===== config.mk =====
export PLATFORM = sky130hd
export DESIGN_NAME = startup_display_seq
export DESIGN_NICKNAME = d
export VERILOG_FILES = /design/src/rtl/startup_display_seq.sv
export SDC_FILE = /design/constraint.sdc
export NUM_CORES = 1
export LEC_CHECK = 0
export CORE_UTILIZATION = 41
export CTS_CLUSTER_DIAMETER = 40
export DETAILED_ROUTE_END_ITERATION = 12
export PLACE_DENSITY = 0.64
export RECOVER_POWER = 25
export SYNTH_ARGS = -nofsm -noshare
export SYNTH_HDL_FRONTEND = slang
export SYNTH_SLANG_ARGS = --single-unit
export TNS_END_PERCENT = 20

===== constraint.sdc =====
create_clock -name clk_i -period 2.59 [get_ports clk_i]
set_input_delay 0.3885 -clock clk_i [delete_from_list [all_inputs] [get_ports clk_i]]
set_output_delay 0.3885 -clock clk_i [all_outputs]
set_load 0.005 [all_outputs]

===== src/rtl/startup_display_seq.sv =====
// startup_display_seq: steps a pattern ROM address through NUM_PAT patterns with a
// fixed dwell per pattern, repeats LOOPS times (0 = forever), then blanks and reports done.
`default_nettype none

module startup_display_seq #(
  parameter int NUM_PAT     = 10,
  parameter int ADR_WIDTH   = 4,
  parameter int DWELL       = 3000,
  parameter int DWELL_WIDTH = 16,
  parameter int LOOPS       = 1
) (
  input  logic                 clk_i,
  input  logic                 rst_i,
  input  logic                 run_i,
  input  logic                 abort_i,
  output logic [ADR_WIDTH-1:0] pat_adr_o,
  output logic                 load_pat_o,
  output logic                 nxt_adr_o,
  output logic                 clear_o,
  output logic                 disp_o,
  output logic                 busy_o,
  output logic                 done_o
);

  localparam logic [ADR_WIDTH-1:0]   ADR_LAST   = ADR_WIDTH'(NUM_PAT - 1);
  localparam logic [DWELL_WIDTH-1:0] DWELL_LAST = DWELL_WIDTH'(DWELL - 1);
  localparam logic [7:0]             LOOP_LAST  = (LOOPS == 0) ? 8'd0 : 8'(LOOPS - 1);

  typedef enum logic [2:0] {
    S_IDLE = 3'd0,
    S_SKIP = 3'd1,
    S_LOAD = 3'd2,
    S_WAIT = 3'd3,
    S_NEXT = 3'd4,
    S_END  = 3'd5
  } state_t;

  state_t                 state_q, state_d;
  logic [ADR_WIDTH-1:0]   adr_q, adr_d;
  logic [DWELL_WIDTH-1:0] timer_q, timer_d;
  logic [7:0]             loop_q, loop_d;
  logic                   load_q, load_d;
  logic                   nxt_q, nxt_d;
  logic                   clear_q, clear_d;
  logic                   disp_q, disp_d;
  logic                   busy_q, busy_d;
  logic                   done_q, done_d;
  logic                   wrap;

  always_comb begin
    state_d = state_q;
    wrap    = 1'b0;
    case (state_q)
      S_IDLE: if (run_i) state_d = S_SKIP;
      S_SKIP: state_d = S_LOAD;
      S_LOAD: state_d = S_WAIT;
      S_WAIT: begin
        if (timer_q == DWELL_LAST) begin
          if (adr_q != ADR_LAST) begin
            state_d = S_NEXT;
          end else if (LOOPS == 0 || loop_q < LOOP_LAST) begin
            state_d = S_NEXT;
            wrap    = 1'b1;
          end else begin
            state_d = S_END;
          end
        end
      end
      S_NEXT: state_d = S_SKIP;
      S_END:  state_d = S_END;
      default: state_d = S_IDLE;
    endcase

    // Abort wins over every transition out of a busy state.
    if (abort_i && state_q != S_IDLE && state_q != S_END) begin
      state_d = S_END;
      wrap    = 1'b0;
    end

    timer_d = '0;
    if (state_q == S_WAIT && state_d == S_WAIT) begin
      timer_d = (timer_q == '1) ? timer_q : timer_q + 1'b1;
    end

    loop_d = loop_q;
    if (state_q == S_IDLE) begin
      loop_d = '0;
    end else if (wrap && LOOPS != 0) begin
      loop_d = loop_q + 8'd1;
    end

    adr_d = adr_q;
    if (state_d == S_IDLE) begin
      adr_d = '0;
    end else if (state_d == S_NEXT) begin
      adr_d = (adr_q == ADR_LAST) ? '0 : adr_q + 1'b1;
    end

    // Outputs decoded from the next state so they line up with the state register.
    load_d  = 1'b0;
    nxt_d   = 1'b0;
    clear_d = 1'b0;
    disp_d  = 1'b0;
    busy_d  = 1'b0;
    done_d  = 1'b0;
    case (state_d)
      S_IDLE: clear_d = 1'b1;
      S_END: begin
        clear_d = 1'b1;
        done_d  = 1'b1;
      end
      S_LOAD: begin
        load_d = 1'b1;
        disp_d = 1'b1;
        busy_d = 1'b1;
      end
      S_NEXT: begin
        nxt_d  = 1'b1;
        disp_d = 1'b1;
        busy_d = 1'b1;
      end
      S_SKIP, S_WAIT: begin
        disp_d = 1'b1;
        busy_d = 1'b1;
      end
      default: clear_d = 1'b1;
    endcase
  end

  always_ff @(posedge clk_i or posedge rst_i) begin
    if (rst_i) begin
      state_q <= S_IDLE;
      adr_q   <= '0;
      timer_q <= '0;
      loop_q  <= '0;
      load_q  <= 1'b0;
      nxt_q   <= 1'b0;
      clear_q <= 1'b1;
      disp_q  <= 1'b0;
      busy_q  <= 1'b0;
      done_q  <= 1'b0;
    end else begin
      state_q <= state_d;
      adr_q   <= adr_d;
      timer_q <= timer_d;
      loop_q  <= loop_d;
      load_q  <= load_d;
      nxt_q   <= nxt_d;
      clear_q <= clear_d;
      disp_q  <= disp_d;
      busy_q  <= busy_d;
      done_q  <= done_d;
    end
  end

  assign pat_adr_o  = adr_q;
  assign load_pat_o = load_q;
  assign nxt_adr_o  = nxt_q;
  assign clear_o    = clear_q;
  assign disp_o     = disp_q;
  assign busy_o     = busy_q;
  assign done_o     = done_q;

endmodule

`default_nettype wire


# ---- After elaboration in Yosys (flattened, before gate mapping)
# Index checks and enable logic that the tools add are counted.
dict set report word_totals {
  regBits 36
  in_bits 4
  out_inout_bits 10
  word_cells 61
}
dict set report op_classes {
  n_addsub 3
  n_lt_le_gt_ge 1
  eq_ne 16
  muxes 23
  n_reduce_logical 9
}
# op n
set op_table {}
lappend op_table {{16-bit two-way mux} 2}
lappend op_table {{3-bit case mux with 6 select lines} 1}
lappend op_table {{16-bit by 1-bit adder with 16-bit output (second input constant)} 1}
lappend op_table {{16-bit by 12-bit == test with 1-bit output (second input constant)} 1}
lappend op_table {{16-bit == test (second input constant)} 1}
lappend op_table {{8-bit two-way mux} 2}
lappend op_table {{3-bit by 2-bit == test with 1-bit output (second input constant)} 4}
lappend op_table {{3-bit == test (second input constant)} 4}
lappend op_table {{1-bit two-way mux} 12}
lappend op_table {{4-bit two-way mux} 3}
lappend op_table {{3-bit two-way mux} 3}
lappend op_table {{8-bit by 1-bit adder with 8-bit output (second input constant)} 1}
lappend op_table {{8-bit by 1-bit < comparator with 1-bit output (second input constant)} 1}
lappend op_table {{3-bit by 1-bit == test with 1-bit output (second input constant)} 2}
lappend op_table {{3-bit logical NOT} 2}
lappend op_table {{4-bit by 1-bit adder with 4-bit output (second input constant)} 1}
lappend op_table {{4-bit == test (second input constant)} 1}
lappend op_table {{4-bit inequality test (second input constant)} 1}
lappend op_table {{2-bit nonzero test} 2}
lappend op_table {{4-bit OR reduction} 1}
lappend op_table {{1-bit logical AND} 3}
lappend op_table {{3-bit inequality test (second input constant)} 1}
lappend op_table {{3-bit nonzero test} 1}
lappend op_table {{2-bit inequality test (second input constant)} 1}

# ---- Logic depth before layout (Yosys ltp)
dict set report depth {
  depth_word 9
  mapped_depth 9
  ltp_nobuf 8
}

# ---- Worst setup path before layout
# No wires, ideal clock.
dict set report synth_timing {
  path_type {reg2reg}
  from {reg timer_q[0]}
  to {reg timer_q[12]}
  setup_time_ns 0.070
  arrival_time_ns 1.961
  t_required_ns 2.520
  setup_slack_ns 0.559
  path_stages_with_launch 10
  path_buffers 3
  period_less_slack_ns 2.031
  path_cell_list {dfrtp_1 > ha_1 > nand3_1 > nor4b_1 > and3_1 > buf_6 > or4_4 > buf_6 > buf_12 > nor2_4}
}
dict set report synth_via {
  elab_chain_cells 7
  elab_cells_between_ends 11
  classes_between {1 x add/sub; 4 x eq/ne; 5 x mux; 1 x reduce/logical}
}
# item line
set synth_lines {}
lappend synth_lines {{start, declared} 40} ;# logic [DWELL_WIDTH-1:0] timer_q, timer_d;
lappend synth_lines {{start signal, assigned} 145} ;# timer_q <= timer_d;
lappend synth_lines {{16-bit by 12-bit == test with 1-bit output} 58} ;# if (timer_q == DWELL_LAST) begin
lappend synth_lines {{3-bit two-way mux} 58}
lappend synth_lines {{3-bit case mux with 6 select lines} 53} ;# case (state_q)
lappend synth_lines {{3-bit two-way mux} 75} ;# if (abort_i && state_q != S_IDLE && state_q != S_END) begin
lappend synth_lines {{3-bit by 2-bit == test with 1-bit output} 81} ;# if (state_q == S_WAIT && state_d == S_WAIT) begin
lappend synth_lines {{1-bit logical AND} 81}
lappend synth_lines {{2-bit inequality test (no line) or 16-bit two-way mux (tied branches)} n/a}
# Parallel ways exist; a longest one is shown, timed or not. The select of a mux whose other input is x is not followed.
# A chain may end at the register's enable or synchronous reset.

# ---- Worst setup path after layout
dict set report layout_timing {
  from {reg timer_q[0]}
  to {reg timer_q[10]}
}
# Same word-level chain as after synthesis.

==> flow_summary.yaml <==
die:
  dieHeight_um: 64.8
  start_util: 0.436
  io_pins: 14
  core_area_sq_um: 3720
  dieArea_sq_um: 4200
  num_rows: 22
  die_x_um: 64.8
timing:
  max_freq_ghz: 0.453
  setup_violations: 0
  slew_viol_final: 0
  slew_headroom: 0.630
  rsz0062_at_grt: "no"
  fin_tns_setup_ns: 0
  min_period_ns: 2.21
  holdWs_ns: 0.504
  period_share: 0.852
  worst_pin_slew_ns: 0.555
  report.final.hold_viol_count: 0
  final.setup_skew_ns: 0.00190
clock_network:
  clockBufferDepth: 2
  cts_buffers: 3
  post-cts-setup-buffers: 0
  ctsResizeCount: 0
  cts-root-buf: "clkbuf_8"
  clk_pin_slew_ns: 0.10
  cts.htree.levels: 1
  hold_buffers: 0
  cts_tree: "yes"
  clock_sinks: 28
  clkLatencyLatePin_ns: 0.27
detailed_routing:
  viasPerCell: 5.47
  finalWirelength_mm: 2.93
  post_drt_wl_per_cell_um: 13.3
  dr.pass1.iters: 4
  postRouteAntennaNets: 0
  drtIter0Drc: 48
  drc: 0
  vias: 1204
placement:
  portBuffers: 13
  gp_congestion: 0.804
  dp_hpwl_mm: 2.16
finish:
  antenna_cells: 0
  fill_cells: 343
  nets: 180
  multi_input_area_sq_um: 828
  final_util: 0.491
  regArea_sq_um: 702
  final_cell_mix: "27 x dfrtp_1, 13 x nand2_1, 12 x nor2_1, 12 x clkdlybuf4s50_1, 10 x nor2_4"
  syn_to_final_growth_pct: 12.8
  layout-drive-gt1-share: 0.140
  mostFrequentLayoutCell: "dfrtp_1"
yosys:
  synth_cell_type_count: 49
  syn_area_per_cell_sq_um: 10.1
  ys_seq_area_frac: 0.434
  ys_warn_count: 0
  synth_seq_cells: 28
  ys_async_sr_fraction: 1.00
  synth_area_sq_um: 1620
  syn_inst: 161
  syn_nets: 168
  synth_edf_count: 0
  ys.flop_type: "dfrtp_1"
pwr:
  cellLeakagePower_nw: 0.673
  ir_worst_vdd_v: 0.000333
  power_density_nw_per_um2: 547
run:
  maxCapViolCount: 0
critical_path:
  critPathLaunch: "timer_q[0]"
  endpoint_kind: "flip-flop"
  max_stage_delay_ns: 0.71
  rr_startpoint: "timer_q[0]"
  required_ns: 2.79
  critPathKind: "flip-flop to flip-flop"
  worstPathArrival_ns: 2.40
  worstPathCellList: "ha_1 -> nand3_1 -> nor4b_1 -> and3_1 -> or4_4 -> nor3_1"
  cp_max_fo: 16
  cp-start-kind: "flip-flop"
  cp_slowest_cell: "or4_4"
grt:
  grt_pass1_wl_mm: 5.43
  grt_max_degree: 17
  grt_pass1_vias: 1231
  track_usage: 0.165
  grt.overflow.total: 0
  antenna_found_initial: 0
status:
  outcome: "complete, no violations"
min_path:
  hp-class: "input pin to asynchronous set/reset pin"
[registers in the layout, indices dropped and copies added, names as in the netlist]
signal / count
load_pat_o: 1
state_q: 3
done_o: 1
busy_o: 1
pat_adr_o: 4
clear_o: 1
nxt_adr_o: 1
timer_q: 16
[kinds of logic after synthesis]
logic type | Yosys count | share of synthesized area
AO/OA/AOI/OAI | 27 | 0.124
XOR/XNOR | 12 | 0.0649
adder cells (fa/ha/maj) | 3 | 0.0232
buffers and inverters | 14 | 0.0549
flip-flops | 28 | 0.434
multiplexers | 3 | 0.0185
AND/OR/NAND/NOR | 74 | 0.281
[Yosys cell counts (3+ instances only)]
| library cell | number | area [sq um] |
|---|---|---|
| and3_1 | 5 | 31.3 |
| clkbuf_1 | 3 | 11.3 |
| dfrtp_1 | 27 | 676 |
| ha_1 | 3 | 37.5 |
| inv_1 | 4 | 15.0 |
| mux2i_1 | 3 | 30.0 |
| nand2_1 | 13 | 48.8 |
| nand3_1 | 7 | 35.0 |
| nor2_1 | 12 | 45.0 |
| nor2_4 | 10 | 113 |
| nor3_1 | 9 | 45.0 |
| o21ai_0 | 8 | 40.0 |
| xnor2_1 | 7 | 61.3 |
| xor2_1 | 5 | 43.8 |
[final timing paths]
kind / endpoint / slack, ns / cells after the start
min: pat_adr_o[1] / 0.50 / 2
min in group clk_i: pat_adr_o[0] / 0.56 / 1
max: timer_q[10] / 0.38 / 6
min reg2reg: pat_adr_o[0] / 0.56 / 1
max in group asynchronous: clear_o / 1.29 / 3
max reg2reg: timer_q[10] / 0.38 / 6
[critical path, delay by kind of cell, from the launching register on]
kind,cells,cell delay (ns)
and+or+nand+nor,5,1.44
adders and majority gates,1,0.26
DFF,1,0.43
[power breakdown]
part / switching, mW / internal [mW] / total, mW
Clock: 0.139 / 0.207 / 0.346
Combinational: 0.0723 / 0.0857 / 0.158
Sequential: 0.0347 / 0.460 / 0.495
[layer usage]
| layer | routed length [um] | global-route usage | share of wire |
|---|---|---|---|
| met3 | 108 | 0.0387 | 0.037 |
| met5 | 0 | 0 | 0 |
| met1 | 1430 | 0.218 | 0.49 |
| met4 | 29 | 0.0750 | 0.0099 |
| met2 | 1360 | 0.254 | 0.46 |
[final cells by class]
| cell class | count | share of cell area |
|---|---|---|
| Sequential cell | 28 | 0.385 |
| Multi-Input combinational cell | 119 | 0.454 |
| Inverter | 6 | 0.0123 |
| Clock buffer | 3 | 0.0226 |
| Tap cell | 48 | 0.0329 |
| Timing Repair Buffer | 15 | 0.0775 |
| Clock inverter | 1 | 0.0164 |
[metrics by stage]
stage / total power [mW] / instances / setup slack, ns / area (sq um)
floorplan: 0.586 / 161 / 0.559 / 1620
global placement: 0.659 / 216 / 0.441 / 1760
detailed placement: 0.663 / 216 / 0.391 / 1760
CTS: 1.01 / 220 / 0.367 / 1830
global route: 1.06 / 220 / 0.187 / 1830
finish: 0.999 / 220 / 0.384 / 1830
Power figures use the tool's default switching activity.
